## config.mk

```make
export PLATFORM = sky130hd
export DESIGN_NAME = puf_challenge_sched
export DESIGN_NICKNAME = d
export VERILOG_FILES = /design/src/rtl/puf_pkg.sv /design/src/rtl/puf_vote_acc.sv /design/src/rtl/puf_challenge_sched.sv
export SDC_FILE = /design/constraint.sdc
export NUM_CORES = 1
export LEC_CHECK = 0
export CORE_MARGIN = 2
export CORE_UTILIZATION = 53
export DETAILED_ROUTE_END_ITERATION = 12
export HOLD_SLACK_MARGIN = 0.12
export PLACE_DENSITY = 0.84
export SYNTH_ARGS = -nofsm -noshare
export SYNTH_HDL_FRONTEND = slang
export SYNTH_SLANG_ARGS = --single-unit
```

## constraint.sdc

```tcl
create_clock -name clk -period 6.3 [get_ports clk]
set_clock_uncertainty 0.1 [all_clocks]
set_input_delay 1.26 -clock clk [delete_from_list [all_inputs] [get_ports clk]]
set_output_delay 1.26 -clock clk [all_outputs]
set_load 0.005 [all_outputs]
```

## src/rtl/puf_pkg.sv

```systemverilog
// Shared constants and FSM encoding for the PUF challenge scheduler.
package puf_pkg;
  localparam int DEF_ADDR_W   = 10;
  localparam int DEF_DATA_W   = 32;
  localparam int DEF_NUM_REPS = 8;
  // Repetition counters are 4 bits wide because NUM_REPS never exceeds 15.
  localparam int REP_W        = 4;

  typedef enum logic [2:0] {
    S_IDLE,
    S_ISSUE,
    S_WAIT_AVAIL,
    S_GAP,
    S_OUTPUT
  } sched_state_t;
endpackage

```

## src/rtl/puf_vote_acc.sv

```systemverilog
// Per-bit majority vote and instability mask over repeated PUF evaluations.
module puf_vote_acc
  import puf_pkg::*;
#(
  parameter int DATA_W   = DEF_DATA_W,
  parameter int NUM_REPS = DEF_NUM_REPS
) (
  input  logic              clk,
  input  logic              rst,
  input  logic              clear,
  input  logic              sample,
  input  logic [DATA_W-1:0] din,
  output logic [DATA_W-1:0] word,
  output logic [DATA_W-1:0] unstable
);
  localparam logic [REP_W+1:0] REPS_X = (REP_W + 2)'(NUM_REPS);

  logic [REP_W-1:0]  ones [DATA_W];
  logic [DATA_W-1:0] ref_q;
  logic              have_ref;

  always_ff @(posedge clk) begin
    if (rst || clear) begin
      for (int i = 0; i < DATA_W; i++) ones[i] <= '0;
      ref_q    <= '0;
      have_ref <= 1'b0;
      unstable <= '0;
    end else if (sample) begin
      for (int i = 0; i < DATA_W; i++) ones[i] <= ones[i] + REP_W'(din[i]);
      // The first sample becomes the reference; later ones flag any bit that differs from it.
      if (!have_ref) begin
        ref_q    <= din;
        have_ref <= 1'b1;
      end else begin
        unstable <= unstable | (ref_q ^ din);
      end
    end
  end

  // 2*ones > NUM_REPS, so a tie votes 0.
  always_comb begin
    word = '0;
    for (int i = 0; i < DATA_W; i++) word[i] = ({1'b0, ones[i], 1'b0} > REPS_X);
  end
endmodule

```

## src/rtl/puf_challenge_sched.sv

```systemverilog
// Schedules repeated PUF challenge evaluations and emits majority-voted responses.
// Optional macro PUF_SCHED_TIMEOUT_EN adds a WAIT_AVAIL timeout with a sticky timeout_err.
module puf_challenge_sched
  import puf_pkg::*;
#(
  parameter int ADDR_W         = DEF_ADDR_W,
  parameter int DATA_W         = DEF_DATA_W,
  parameter int NUM_REPS       = DEF_NUM_REPS,
  parameter int GAP_CYCLES     = 16,
  parameter int TIMEOUT_CYCLES = 4096
) (
  input  logic              clk,
  input  logic              rst,
  input  logic              start,
  input  logic [ADDR_W-1:0] cfg_base,
  input  logic [ADDR_W-1:0] cfg_count,
  input  logic [DATA_W-1:0] cfg_data,
  output logic              busy,
  output logic              done,
  output logic              gen_enable,
  output logic [ADDR_W-1:0] cha_addr,
  output logic [DATA_W-1:0] cha_data,
  input  logic              available,
  input  logic [DATA_W-1:0] rsp_neg,
  output logic              rsp_valid,
  input  logic              rsp_ready,
  output logic [ADDR_W-1:0] rsp_addr,
  output logic [DATA_W-1:0] rsp_word,
  output logic [DATA_W-1:0] rsp_unstable,
  output logic              timeout_err
);
  // state        | meaning
  // S_IDLE       | waiting for start
  // S_ISSUE      | one-cycle gen_enable for the current challenge
  // S_WAIT_AVAIL | waiting for the generator's available strobe
  // S_GAP        | idle spacing between evaluations
  // S_OUTPUT     | holding the voted response until rsp_ready

  localparam int                GAP_W    = (GAP_CYCLES < 2) ? 1 : $clog2(GAP_CYCLES);
  localparam logic [GAP_W-1:0]  GAP_LOAD = GAP_W'((GAP_CYCLES > 0) ? GAP_CYCLES - 1 : 0);
  localparam bit                GAP_EN   = (GAP_CYCLES > 0);

  sched_state_t      state, state_n;
  logic [ADDR_W-1:0] count_q, index_q, addr_q;
  logic [DATA_W-1:0] data_q;
  logic [REP_W-1:0]  rep_q;
  logic [GAP_W-1:0]  gap_q;
  logic              done_n, acc_clear, acc_sample, last_rep, to_expire;

  assign acc_sample = (state == S_WAIT_AVAIL) && available;
  assign last_rep   = (rep_q + 1'b1) >= REP_W'(NUM_REPS);

`ifdef PUF_SCHED_TIMEOUT_EN
  localparam int               TO_W    = (TIMEOUT_CYCLES < 2) ? 1 : $clog2(TIMEOUT_CYCLES);
  localparam logic [TO_W-1:0]  TO_LOAD = TO_W'(TIMEOUT_CYCLES - 1);
  logic [TO_W-1:0] to_q;
  logic            to_err_q;

  assign to_expire   = (state == S_WAIT_AVAIL) && !available && (to_q == '0);
  assign timeout_err = to_err_q;

  always_ff @(posedge clk) begin
    if (rst) begin
      to_q     <= '0;
      to_err_q <= 1'b0;
    end else begin
      if (state == S_ISSUE) to_q <= TO_LOAD;
      else if (state == S_WAIT_AVAIL && to_q != '0) to_q <= to_q - 1'b1;
      if (to_expire) to_err_q <= 1'b1;
    end
  end
`else
  assign to_expire   = 1'b0;
  assign timeout_err = 1'b0;
`endif

  always_ff @(posedge clk) begin
    if (rst) begin
      state <= S_IDLE;
      done  <= 1'b0;
    end else begin
      state <= state_n;
      done  <= done_n;
    end
  end

  always_comb begin
    state_n    = state;
    gen_enable = 1'b0;
    acc_clear  = 1'b0;
    done_n     = 1'b0;
    case (state)
      S_IDLE: if (start) begin
        state_n   = S_ISSUE;
        acc_clear = 1'b1;
      end
      S_ISSUE: begin
        gen_enable = 1'b1;
        state_n    = S_WAIT_AVAIL;
      end
      S_WAIT_AVAIL: begin
        if (available) begin
          if (last_rep)    state_n = S_OUTPUT;
          else if (GAP_EN) state_n = S_GAP;
          else             state_n = S_ISSUE;
        end else if (to_expire) begin
          state_n = S_IDLE;
          done_n  = 1'b1;
        end
      end
      S_GAP: if (gap_q == '0) state_n = S_ISSUE;
      S_OUTPUT: if (rsp_ready) begin
        if (index_q == count_q) begin
          state_n = S_IDLE;
          done_n  = 1'b1;
        end else begin
          state_n   = S_ISSUE;
          acc_clear = 1'b1;
        end
      end
      default: state_n = S_IDLE;
    endcase
  end

  always_ff @(posedge clk) begin
    if (rst) begin
      count_q <= '0;
      index_q <= '0;
      addr_q  <= '0;
      data_q  <= '0;
      rep_q   <= '0;
      gap_q   <= '0;
    end else begin
      if (state == S_IDLE && start) begin
        count_q <= cfg_count;
        index_q <= '0;
        addr_q  <= cfg_base;
        data_q  <= cfg_data;
        rep_q   <= '0;
      end
      if (acc_sample) begin
        rep_q <= rep_q + 1'b1;
        gap_q <= GAP_LOAD;
      end
      if (state == S_GAP && gap_q != '0) gap_q <= gap_q - 1'b1;
      // Address tracks base + index and wraps naturally at 2^ADDR_W.
      if (state == S_OUTPUT && rsp_ready && index_q != count_q) begin
        index_q <= index_q + 1'b1;
        addr_q  <= addr_q + 1'b1;
        rep_q   <= '0;
      end
    end
  end

  puf_vote_acc #(
    .DATA_W  (DATA_W),
    .NUM_REPS(NUM_REPS)
  ) u_vote (
    .clk     (clk),
    .rst     (rst),
    .clear   (acc_clear),
    .sample  (acc_sample),
    .din     (rsp_neg),
    .word    (rsp_word),
    .unstable(rsp_unstable)
  );

  assign busy      = (state != S_IDLE);
  assign rsp_valid = (state == S_OUTPUT);
  assign cha_addr  = addr_q;
  assign cha_data  = data_q;
  assign rsp_addr  = addr_q;
endmodule
```

### Yosys cells after proc, flatten, opt, wreduce, memory -nomap -nowiden

Memories as Yosys holds them, arrays and structs flattened.
Cells that the tools add are included.

* bits in writable memories: 128
* memories: 1
* output and inout port bits: 121
* input port bits: 89
* register bits after elaboration: 139

* add/subtract/negate cells: 36
* bitwise operators: 37
* equal/unequal tests: 10
* muxes and demuxes: 58
* magnitude comparators: 33
* reductions and logical operators: 18

Memories
* u_vote.ones: words 32, bits a word 4, rd ports 32, clocked after memory_dff 0, write ports 32, line puf_vote_acc.sv:18 `logic [REP_W-1:0] ones [DATA_W];`

Operator list (number)
* $gt 5x4->1 const B: 32
* $mux 4: 36
* $add 4x1->4: 32
* $mux 10: 4
* $or 1x1->1: 32
* $or 32x32->32: 1
* $xor 32x32->32: 1
* $add 10x1->10 const B: 2
* $mux 3: 5
* $pmux 3 s5: 1
* $mux 1: 11
* $eq 10x10->1: 1
* $ne 10x10->1: 1
* $eq 3x2->1 const B: 2
* $ne 2x2->1 const B: 3
* $reduce_bool 2->1: 3
* $logic_and 1x1->1: 5
* $add 4x1->4 const B: 1
* $ge 4x4->1 const B: 1
* $logic_not 4->1: 1
* $reduce_and 2->1: 2
* $reduce_and 4->1: 1
* $reduce_bool 4->1: 1
* $sub 4x1->4 const B: 1
* other kinds (10): 12

### Logic depth before layout (Yosys ltp)

* word-level depth: 8
* mapped depth: 9

### Hierarchy

A second synthesis with hierarchy kept.

* cells, all modules: 1176
* area, all modules: 12299.3 um^2

Modules (own cells, without submodules)
* puf_vote_acc: seq. area each 5144.9 um^2, times used 1, area an instance 8881.0 um^2, cells an instance 749
* puf_challenge_sched: seq. area each 1481.4 um^2, times used 1, area an instance 3418.3 um^2, cells an instance 427

### Worst setup path before layout

Ideal clock, no wire load.

* kind: in2reg
* start: input rsp_ready
* end: memory u_vote.ones[0][0], enable pin
* path slack: 0.825 ns
* required time: 5.084 ns
* stages: 5
* buffers on the path: 1
* data arrival time: 4.260 ns
* setup time: 1.116 ns
* cells stage by stage: nand3_1 > a31oi_2 > nor3_2 > clkbuf_1 > nand2_1

RTL lines
* start: declaration: line puf_challenge_sched.sv:26 `input logic rsp_ready,`
* end: declaration: line puf_vote_acc.sv:18

==> impl_metrics.tcl <==
set metrics [dict create \
    synth_fp_nets 1350 \
    cts_hold_buf 0 \
    status "completed" \
    stdcell_count 1684 \
    grt_overflow 0 \
    syn_area_um2 12300 \
    start_kind "input port" \
    drc 0 \
    clkSinkCount 267 \
    first_global_vias 8877 \
    area_growth_syn_to_layout_pct 25.6 \
    globalplace.congestion 0.803 \
    hp-class "reg -> reg" \
    antenna_found_initial 1 \
    die_area_um2 24400 \
    fin_tns_setup_ns 0 \
    cts_root_buf "clkbuf_16" \
    routed_wl_mm 26.0 \
    dr.pass1.iters 5 \
    start_util_pct 54.0 \
    rows 55 \
    post_cts.repair.setup_buffers 0 \
    drv_cap 0 \
    crit_required_ns 6.35 \
    wl_per_cell_um 15.5 \
    leakagePower_nw 5.94 \
    drt_iter0_markers 416 \
    cts_resized 0 \
    finalCritPeriodShare_pct 58.0 \
    fmax_ghz 0.274 \
    slew_headroom_pct 19.9 \
    cp.arrival_ns 3.70 \
    grt_max_degree 77 \
    ys.flop_type "dfxtp_1" \
    grt_pass1_wl_mm 42.6 \
    synth_warnings 0 \
    die_h_um 156 \
    worstMarginPinSlew_ns 1.20 \
    die_w_um 156 \
    rsz0062_at_grt "false" \
    antenna_left 0 \
    synthCells 1193 \
    vias_per_cell 5.29 \
    grt_util_all_layers_pct 21.3 \
    slew_violations 0 \
    cts_buffers 28 \
    portBuffers 208 \
    finalHoldViolations 0 \
    async_flop_share_pct 0 \
    synth_edf_count 128 \
    clock_latency_ns 0.53 \
    worst_r2r_path_depth 6 \
    finalSetupViolCount 0 \
    ios 210 \
    worstPathMaxFanout 72 \
    yosysUniqueCellTypes 57 \
    dpl.hpwl_mm 16.9 \
    clkTransAtPathRegs_ns 0.06 \
    ys_seq_area_share_pct 54.0 \
    synth_area_per_cell_um2 10.3 \
    synth-seq-cells 267 \
    cts_buffer_depth 3 \
    cts_tree "built" \
    placedCellCount 1631 \
    num-fill-cells 1662 \
    critPathCaptureType "flop" \
    drive_above_1_share_pct 5.87 \
    min_period_ns 3.65 \
    power_per_cell_area_nw_per_um2 276 \
    worst-setup-path-type "in -> reg" \
    vias 8916 \
    hold_depth 2 \
    ctsHtreeMaxLevel 1 \
    coreArea_um2 22700 \
    vdd_drop_max_mv 0.175 \
    nNetsFinal 1533 \
]
metrics by stage:
stage	hold slack, ns	cell area (um2)	power (W)	worst slack (ns)	utilization [%]
finish	0.354	15400	0.00426	2.65	67.9
global placement	0.341	14500	0.00265	2.22	63.8
global route	0.378	15400	0.00444	2.47	67.9
detailed placement	0.347	14500	0.00267	2.13	63.8
CTS	0.354	15400	0.00430	2.68	67.9
floorplan	0.347	12300	0.00240	0.825	-
routing by layer:
metal | vias to the layer above | part of all wire, % | routed length, um | global-route usage, %
met5 | - | 0.061 | 16 | 0
met4 | 2 | 2.5 | 639 | 6.12
met3 | 50 | 7.7 | 2010 | 5.42
met2 | 269 | 49 | 12800 | 37.8
met1 | 4153 | 41 | 10600 | 25.7
li1 | 4442 | - | - | -
synthesized netlist by cell type (4+ instances only):
library cell / number / share of area, %
nor2_1: 108 / 3.3
xnor2_1: 33 / 2.4
and3_1: 5 / 0.25
nand2b_1: 36 / 1.8
xor2_1: 79 / 5.6
buf_4: 11 / 0.67
o21ai_0: 42 / 1.7
a211oi_1: 4 / 0.24
a22o_1: 4 / 0.29
clkbuf_1: 48 / 1.5
a21oi_1: 115 / 4.7
edfxtp_1: 128 / 31
buf_6: 5 / 0.46
nor3b_1: 4 / 0.24
nand2_1: 167 / 5.1
dfxtp_1: 139 / 23
nor3_1: 8 / 0.33
a31oi_1: 8 / 0.41
inv_1: 6 / 0.18
and2_1: 68 / 3.5
nor2_4: 10 / 0.92
nand3b_1: 9 / 0.55
or3_1: 4 / 0.20
nand3_1: 38 / 1.5
ha_1: 68 / 6.9
report_power, final:
part | leakage (nW) | switching [W] | total, W | internal [W]
clock network | 0.458 | 0.000666 | 0.00163 | 0.000961
logic | 2.96 | 0.000281 | 0.000568 | 0.000287
registers | 2.52 | 0.0000951 | 0.00206 | 0.00197
layout by cell type (no fill, tap or decap), types with 3 or more instances in the layout:
master / synthesis / final
clkdlybuf4s50_1: 0 / 207
nand2_1: 167 / 166
dfxtp_1: 139 / 139
edfxtp_1: 128 / 128
a21oi_1: 115 / 115
nor2_1: 108 / 107
xor2_1: 79 / 79
and2_1: 68 / 69
ha_1: 68 / 68
o21ai_0: 42 / 42
nand3_1: 38 / 38
nand2b_1: 36 / 36
xnor2_1: 33 / 33
clkbuf_16: 0 / 31
buf_4: 11 / 12
nor2_4: 10 / 10
nand3b_1: 9 / 9
clkbuf_1: 48 / 9
a31oi_1: 8 / 8
nor3_1: 8 / 7
inv_1: 6 / 6
and3_1: 5 / 5
clkbuf_8: 0 / 5
a211oi_1: 4 / 4
nor3b_1: 4 / 4
a22o_1: 4 / 4
clkinv_2: 0 / 4
or3_1: 4 / 3
a22oi_1: 3 / 3
a311oi_1: 3 / 3
mux2_2: 3 / 3
nand4_1: 3 / 3
flip-flops by register name, summed over array words and instances, names as in the netlist:
| name | count |
|---|---|
| state | 3 |
| cha_data | 32 |
| cha_addr | 10 |
| u_vote.have_ref | 1 |
| count_q | 10 |
| u_vote.unstable | 32 |
| rep_q | 4 |
| gap_q | 4 |
| u_vote.ones | 128 |
| index_q | 10 |
| u_vote.ref_q | 32 |
| done | 1 |
kinds of logic (layout without fill, tap and decap cells):
family | count (synthesis) | in the layout | share of synthesized area [%]
AOI/OAI and AO/OA | 195 | 195 | 8.85
xor gates and xnor gates | 112 | 112 | 7.99
adders and majority gates | 68 | 68 | 6.93
buffers and inverters | 73 | 278 | 2.89
DFF | 267 | 267 | 54.0
muxes | 3 | 3 | 0.275
other | 1 | 2 | 0.0306
and+or+nand+nor | 474 | 474 | 19.0
final cells by class:
cell class                 count  area [um2]  area share [%]
clock inverter                 5        28.8           0.187
inverter                       6        22.5           0.146
clock buffer                  47         891            5.78
antenna                        1        2.50          0.0162
multi-input combinational    853        5330            34.5
tap                          285         357            2.31
timing repair buffer         220        2170            14.1
sequential                   267        6630            43.0
critical path, stage by stage:
cell             delay [ns]
clkdlybuf4s50_1        0.54
nor4b_2                0.66
nor3_4                 0.31
nand2_4                0.16
buf_4                  0.72
worst paths after layout:
check,slack (ns),startpoint,to
setup / recovery,2.65,start,u_vote.ones[2][11]
hold / removal,0.35,cha_data[21],cha_data[21]
setup reg to reg,3.12,index_q[4],u_vote.ones[2][11]
hold reg to reg,0.35,cha_data[21],cha_data[21]
Power figures use the tool's default switching activity.
